$ cat config.mk
export PLATFORM = sky130hd
export DESIGN_NAME = traffic_phase_ctrl
export DESIGN_NICKNAME = d
export VERILOG_FILES = /design/src/rtl/traffic_phase_ctrl.sv
export SDC_FILE = /design/constraint.sdc
export NUM_CORES = 1
export LEC_CHECK = 0
export CAP_MARGIN = 10
export CORE_ASPECT_RATIO = 0.8
export CORE_MARGIN = 10
export CORE_UTILIZATION = 56
export CTS_CLUSTER_DIAMETER = 60
export DETAILED_ROUTE_END_ITERATION = 10
export PLACE_DENSITY_LB_ADDON = 0.25
export RECOVER_POWER = 50
export SETUP_SLACK_MARGIN = 0.2
export SLEW_MARGIN = 20
export SYNTH_ARGS = -nofsm -noshare
export SYNTH_HDL_FRONTEND = slang
export SYNTH_SLANG_ARGS = --single-unit
$ cat constraint.sdc
create_clock -name clk -period 3.5 [get_ports clk]
set_clock_uncertainty 0.05 [all_clocks]
set_input_delay 0.525 -clock clk [delete_from_list [all_inputs] [get_ports clk]]
set_output_delay 0.525 -clock clk [all_outputs]
set_load 0.03 [all_outputs]
$ cat src/rtl/traffic_phase_ctrl.sv
// Two-road intersection phase controller with a pedestrian walk phase.
// One down-counting phase timer, latched side/walk requests, and a Moore FSM with registered lamps.
module traffic_phase_ctrl #(
  parameter int TW         = 8,
  parameter int T_MAIN_MIN = 8,
  parameter int T_YEL      = 3,
  parameter int T_RED      = 1,
  parameter int T_SIDE     = 5,
  parameter int T_EXT      = 3,
  parameter int T_WALK     = 6
) (
  input  logic       clk,
  input  logic       reset,
  input  logic       sensor_sync,
  input  logic       walk_sync,
  output logic [2:0] main_light,
  output logic [2:0] side_light,
  output logic       walk_light,
  output logic       walk_pending,
  output logic [2:0] phase
);

  typedef enum logic [2:0] {
    MAIN_G = 3'd0,
    MAIN_Y = 3'd1,
    RED_A  = 3'd2,
    SIDE_G = 3'd3,
    SIDE_Y = 3'd4,
    RED_B  = 3'd5,
    WALK   = 3'd6
  } phase_t;

  localparam logic [TW-1:0] LD_MAIN = TW'(T_MAIN_MIN - 1);
  localparam logic [TW-1:0] LD_YEL  = TW'(T_YEL - 1);
  localparam logic [TW-1:0] LD_RED  = TW'(T_RED - 1);
  localparam logic [TW-1:0] LD_SIDE = TW'(T_SIDE - 1);
  localparam logic [TW-1:0] LD_EXT  = TW'(T_EXT - 1);
  localparam logic [TW-1:0] LD_WALK = TW'(T_WALK - 1);

  phase_t        state, state_n;
  logic [TW-1:0] timer, timer_n;
  logic          ext, ext_n;
  logic          wprev;
  logic          side_req;
  logic          expired;
  logic          rise;

  assign expired = (timer == '0);
  assign rise    = walk_sync & ~wprev;
  assign phase   = state;

  always_comb begin
    state_n = state;
    timer_n = timer - 1'b1;
    ext_n   = ext;
    case (state)
      MAIN_G: if (expired) begin
        timer_n = '0;
        if (side_req | walk_pending) begin
          state_n = MAIN_Y;
          timer_n = LD_YEL;
        end
      end
      MAIN_Y: if (expired) begin
        state_n = RED_A;
        timer_n = LD_RED;
      end
      RED_A: if (expired) begin
        if (side_req) begin
          state_n = SIDE_G;
          timer_n = LD_SIDE;
          ext_n   = 1'b0;
        end else begin
          state_n = WALK;
          timer_n = LD_WALK;
        end
      end
      // One extension per visit: the flag is cleared only on entry from RED_A.
      SIDE_G: if (expired) begin
        if (sensor_sync && !ext) begin
          timer_n = LD_EXT;
          ext_n   = 1'b1;
        end else begin
          state_n = SIDE_Y;
          timer_n = LD_YEL;
        end
      end
      SIDE_Y: if (expired) begin
        state_n = RED_B;
        timer_n = LD_RED;
      end
      RED_B: if (expired) begin
        if (walk_pending) begin
          state_n = WALK;
          timer_n = LD_WALK;
        end else begin
          state_n = MAIN_G;
          timer_n = LD_MAIN;
        end
      end
      WALK: if (expired) begin
        state_n = MAIN_G;
        timer_n = LD_MAIN;
      end
      default: begin
        state_n = MAIN_G;
        timer_n = LD_MAIN;
      end
    endcase
  end

  // Lamps are registered from the next state so they change on the same edge as phase.
  always_ff @(posedge clk) begin
    if (reset) begin
      state        <= MAIN_G;
      timer        <= LD_MAIN;
      ext          <= 1'b0;
      wprev        <= 1'b0;
      walk_pending <= 1'b0;
      side_req     <= 1'b0;
      main_light   <= 3'b001;
      side_light   <= 3'b100;
      walk_light   <= 1'b0;
    end else begin
      state        <= state_n;
      timer        <= timer_n;
      ext          <= ext_n;
      wprev        <= walk_sync;
      walk_pending <= (state == WALK) ? 1'b0 : (walk_pending | rise);
      side_req     <= (state == SIDE_G) ? 1'b0 : (side_req | sensor_sync);
      main_light   <= (state_n == MAIN_G) ? 3'b001 : (state_n == MAIN_Y) ? 3'b010 : 3'b100;
      side_light   <= (state_n == SIDE_G) ? 3'b001 : (state_n == SIDE_Y) ? 3'b010 : 3'b100;
      walk_light   <= (state_n == WALK);
    end
  end

endmodule

==> impl_results.md, run 1 <==
* Outcome: completed
* Synth top cells by count: dfxtp_1, nor2_1, nand2_1
* Final Core Density at roughly 67%
* Final wirelength at 2169 microns
* Die Wd at just under 70 microns
* CTS buffer count at 3
* Fin cells at around 160
* Largest net degree at the start of global routing at 20
* Initial core utilization at just under 60%
* Crit path max fanout at 19
* First-pass GRT wire length at 3795 microns
* Fillers at 156
* CTS H-tree depth at 1
* Cell area after synthesis at between 0.001 and 0.0015 sq mm
* Die footprint at between 0.004 and 0.005 sq mm
* Cells after DPL at about 150
* EDFF count, synth at 0
* GRT overflow at 0
* Clock sink count at 22
* DRT iter0 DRCs at 28
* Chip height at between 50 and 60 microns
* Final-report max-slew violation count at 0
* Total buffers and inverters traversed by the critical path at 1
* Worst Path Arrival at between 1.5 and 2 ns
* Ports at 15
* Setup TNS at 0 ns
* Cell with the most instances after synthesis: dfxtp_1
* CTS root buf: clkbuf_4
* Slew @ Worst Pin at 0.6286 ns
* Final setup fails at 0
* Worst slew margin at approximately 58%
* Detail Route Antenna Nets at 0
* Area leader, netlist: dfxtp_1
* Syn Nets at 124
* Core area at 0.001839 sq mm
* CTS tree: done
* Fin nets at 138
* Worst path max stage delay at about 0.78 ns
* Dpl ws at about 1.4 ns
* Fin crit share at between 60 and 70%
* CP startpoint kind: flop
* Final Hold Viols at 0
* Total power at 0.5363 mW
* DR WL/cell at roughly 14 microns
* Final setup margin at 1.137 ns
* Worst skew pair latency at between 0.3 and 0.4 ns
* CP Class: flop to primary output
* CP top delay family: buffers and inverters
* Gate Count Post-Synth at roughly 120
* Via Count at slightly below 900
* Vias in the first global route at between 800 and 900
* N_diodes at 0
* Placed Area at 0.001196 sq mm
* CP Capture Type: primary output
* CTS resizes at 0
* Cell-by-cell trace of the critical path: clkdlybuf4s50_1
* Design area at approximately 0.0012 sq mm
* Async set-reset flop share out of synthesis at 0%
* Synth top area share at 41.36%
* Top FF cell, synth: dfxtp_1
* Max_cap viols at 0
* Post-CTS Setup Bufs at 0
* Synth Warn # at 0
* Cells taking the most area after synthesis: dfxtp_1, nor2_1, nand2_1
* Detailed placement HPWL at between 1500 and 2000 microns
* Hold Buf Count CTS at 0
* Clock slew at reported path FFs at about 0.12 ns
* DRC at 0
* CP max stage cell: clkdlybuf4s50_1
* All-Layer GR Usage at roughly an eighth
* Pleak at 0.4710 nW
* Yosys cell types at 42
* Maximum vdd drop at between 0.4 and 0.5 mV
* CP Data Required Time at 2.92 ns
* RSZ-0062 raised after global routing: no
* HP Class: flop to flop
* Layout cell share with drive strength beyond 1 at 9.160%
* Placement row count at 14
* Fmax at 423.2 MHz
* Initial antenna violation count at 0
* Syn-to-layout area delta at 15.51%
* Drt via density at 5.600
* Synthesized area per cell at approximately 9 sq um
* IO Port Bufs at 14
* Crit path time final at approximately 2.4 ns
* Post-synthesis sequential area ratio at about two fifths
* PD cells at around 440 mW/mm^2
* Min Hold Slack at roughly 0.47 ns
* Synth Register Bits at 22
* DRT Pass-1 Iters at 4
* Final RePlAce weighted congestion at around 0.86
* Max Root-Sink Buffers at 2
cells by family after synthesis:
| kind of cell | after synthesis | share of synthesized area [%] |
|---|---|---|
| adder cells (fa/ha/maj) | 2 | 2.350 |
| flip-flops | 22 | 41.36 |
| XOR/XNOR | 6 | 4.935 |
| AO/OA/AOI/OAI | 25 | 18.33 |
| AND/OR/NAND/NOR | 55 | 28.32 |
| buffers and inverters | 8 | 4.700 |
routing by layer:
| layer | global-route usage (%) | wire, microns |
|---|---|---|
| met3 | 4.537 | 119 |
| met4 | 1.685 | 14 |
| met5 | 0 | 0 |
| met1 | 14.80 | 1012 |
| met2 | 19.05 | 1023 |
registers in the layout (all words and copies together) (netlist names):
signal and cells:
ext 1, main_light 3, phase 3, side_light 3, side_req 1, timer 8
walk_light 1, walk_pending 1, wprev 1
report_power, final:
| group | internal [mW] | leakage [nW] | switching [mW] |
|---|---|---|---|
| Sequential | 0.261 | 0.179 | 0.0132 |
| Clock | 0.116 | 0.0279 | 0.0767 |
| Combinational | 0.0309 | 0.264 | 0.0389 |
final timing paths:
check                start            end  slack (ns)  cells after the start
setup / recovery  phase[0]       phase[0]        1.14                      1
hold / removal         ext            ext        0.47                      2
setup reg to reg  timer[0]  side_light[1]        1.26                      7
hold reg to reg        ext            ext        0.47                      2
layout by cell type (no fill, tap or decap), types with 3 or more instances in the layout:
master / count
inv_1: 3
clkdlybuf4s50_1: 8
dfxtp_1: 22
nand2b_1: 3
a21oi_1: 5
nor3b_1: 3
and3_1: 3
nor2_1: 15
xnor2_1: 4
clkbuf_4: 3
o21ai_0: 4
nor3_1: 5
nor2b_1: 4
dlygate4sd3_1: 6
nand2_1: 10
layout make-up:
cell class                      count  area, sq um  share of cell area (%)
Clock inverter                      1        30.03                   2.442
Tap cell                           24        30.03                   2.442
Sequential cell                    22        440.4                   35.81
Clock buffer                        3        22.52                   1.831
Timing Repair Buffer               14        140.1                   11.39
Multi-Input combinational cell     88        555.5                   45.17
Inverter                            3        11.26                  0.9156
Power figures use the tool's default switching activity.
==> inputs of run 2 (changes only) <==
- CORE_UTILIZATION: 56 -> 52
- clock period: 3.5 -> 2.4 ns (I/O delays scaled with it)
==> impl_results.md, run 2 (synthesis results as in run 1) <==
* Outcome: completed
* N_diodes at 0 (unchanged)
* Core area at 0.001909 sq mm (+3.8%)
* Final setup margin at 0.2518 ns (-0.8851 ns)
* Switching share of power at 26.20% (+2.2 points)
* Worst path max stage delay at 0.77 ns (about the same)
* Final RePlAce weighted congestion at 0.8431 (-1.6%)
* CP top delay family: buffers and inverters
* Largest Register: timer
* Final-report max-slew violation count at 0 (unchanged)
* Post-CTS Setup Bufs at 0 (unchanged)
* Initial core utilization at 55.77% (-2.1 points)
* Max Root-Sink Buffers at 2 (unchanged)
* Worst Hold End: timer[0]
* Commonest non-fill, non-tap cell in the layout: dfxtp_1
* Detailed placement HPWL at 1784 microns (+12%)
* CP Data Required Time at 1.99 ns (-0.93 ns)
* Initial antenna violation count at 0 (unchanged)
* Layout cell share with drive strength beyond 1 at 11.36% (+2.2 points)
* Placement row count at 14 (unchanged)
* Worst hold start: timer[0]
* CP max stage cell: clkdlybuf4s50_1
* DRC at 0 (unchanged)
* Worst Path Arrival at 1.74 ns (-0.05 ns)
* HP Class: flop to flop
* Final wirelength at 2385 microns (+10%)
* Clock sink count at 22 (unchanged)
* PD cells at 567.4 mW/mm^2 (+30%)
* Gate power share at 15.4% (+2.4 points)
* Max_cap viols at 0 (unchanged)
* Reg-to-reg startpoint: timer[0]
* CP Class: flop to primary output
* Crit path time final at 2.148 ns
* Worst R2R Setup Slack at 0.29 ns (-0.97 ns)
* Syn-to-layout area delta at 17.16%
* Fmax at between 400 and 500 MHz
* Final Hold Viols at 0 (unchanged)
* Commonest cells after routing, fill and taps aside: dfxtp_1, nor2_1, nand2_1
* FF-to-FF path depth at 7 (unchanged)
* Drt via density at 5.788 (+3.4%)
* R2r endpoint: side_light[2]
* Sw Pwr at 0.1854 mW (+44%)
* DRT Pass-1 Iters at 4 (unchanged)
* Fin nets at 139 (+0.72%)
* CP startpoint kind: flop
* CTS H-tree depth at 1 (unchanged)
* DRT iter0 DRCs at 37 (+32%)
* Die Wd at 70.59 microns (+2.7%)
* Worst slew margin at 65.91% (+8.1 points)
* CTS buffer count at 3 (unchanged)
* Crit path max fanout at 17 (-2)
* Fin crit share at about nine tenths
* Chip height at 60.48 microns (+2.5%)
* Largest register FFs at 8 (unchanged)
* CP Capture Type: primary output
* Cell-internal power at 0.5224 mW (+28%)
* Largest net degree at the start of global routing at 18 (-10%)
* GRT overflow at 0 (unchanged)
* Hold depth at 1 (-1)
* Vias in the first global route at 872 (+0.58%)
* Pleak at 0.4847 nW (+2.9%)
* Clock slew at reported path FFs at 0.11 ns (about the same)
* Total buffers and inverters traversed by the critical path at 1 (unchanged)
* CTS root buf: clkbuf_4
* Worst skew pair latency at 0.30 ns (about the same)
* All-Layer GR Usage at 11.41% (-0.39 points)
* CTS tree: done
* Clock power frac at 27.8% (-8.1 points)
* DR WL/cell at 15.29 microns (+9.3%)
* First-pass GRT wire length at 4077 microns (+7.4%)
* Cell-by-cell trace of the critical path: clkdlybuf4s50_1
* Detail Route Antenna Nets at 0 (unchanged)
* Maximum vdd drop at 0.3651 mV (-20%)
* Slew @ Worst Pin at 0.5106 ns (-0.1180 ns)
* Final setup fails at 0 (unchanged)
* Part of the power in registers at 56.7% (+5.6 points)
* Setup TNS at 0 ns (unchanged)
* Ports at 15 (unchanged)
* IO Port Bufs at 14 (unchanged)
* Dpl ws at 0.3551 ns (-1.056 ns)
* Via Count at 903 (+4.0%)
* Die footprint at 0.004269 sq mm (+5.2%)
* RSZ-0062 raised after global routing: no
run 2: cell types whose count changed in the layout (fill, tap and decap cells not counted), sizes merged:
cell	delta
clkdlybuf4s50	-2
bufinv	-1
buf	+1
clkbuf	+1
dlygate4sd3	+2
run 2: layer usage:
| metal | track usage (%) | wire [microns] | share of wire, % | up-vias |
|---|---|---|---|---|
| met3 | 5.057 | 195 | 8.2 | 4 |
| met5 | 0 | 0 | 0 | - |
| met1 | 13.77 | 1017 | 43 | 418 |
| met4 | 3.030 | 24 | 1.0 | 0 |
| met2 | 18.29 | 1148 | 48 | 35 |
| li1 | - | - | - | 446 |
run 2: area by class of cell:
type,count,area (sq um)
clock buffer,4,36.28
fill,163,661.9
inverter,3,11.26
multi-input combinational,88,580.6
sequential,22,441.7
tap,24,30.03
timing repair buffer,15,147.6
run 2: through the flow:
step	std cells	hold WS, ns	total power, mW	instance area (sq um)	utilization, %
finish	156	0.4964	0.7078	1247	65.33
global route	156	0.5075	0.7395	1247	65.33
CTS	156	0.4912	0.7164	1240	64.94
detailed placement	152	0.4724	0.5174	1204	63.04
global placement	152	0.4484	0.5137	1204	63.04
floorplan	118	0.4224	0.4823	1065	-
run 2: repair_timing:
item                                    in CTS  in global routing
hold buffers                                 0                  0
endpoints found under the setup margin       0                  3
resized for setup                            0                  3
run 2: power by group through the flow:
| stage | Combinational (mW) | Sequential [mW] | Clock (mW) |
|---|---|---|---|
| floorplan | 0.0676 | 0.415 | 0 |
| global placement | 0.107 | 0.407 | 0 |
| detailed placement | 0.109 | 0.409 | 0 |
| CTS | 0.110 | 0.401 | 0.206 |
| global route | 0.120 | 0.405 | 0.215 |
| finish | 0.109 | 0.402 | 0.197 |
run 2: worst max path at each step:
| stage | end | from | cells past startpoint | slack, ns |
|---|---|---|---|---|
| 6_report | phase[2] | phase[2] | 1 | 0.25 |
| 4_1_cts | phase[2] | phase[2] | 1 | 0.22 |
| 3_5_place_dp | side_light[2] | timer[0] | 7 | 0.36 |
| 5_1_grt | phase[2] | phase[2] | 1 | 0.17 |
| 2_1_floorplan | side_light[1] | timer[0] | 7 | 0.55 |
| 3_3_place_gp | side_light[1] | timer[0] | 7 | 0.43 |
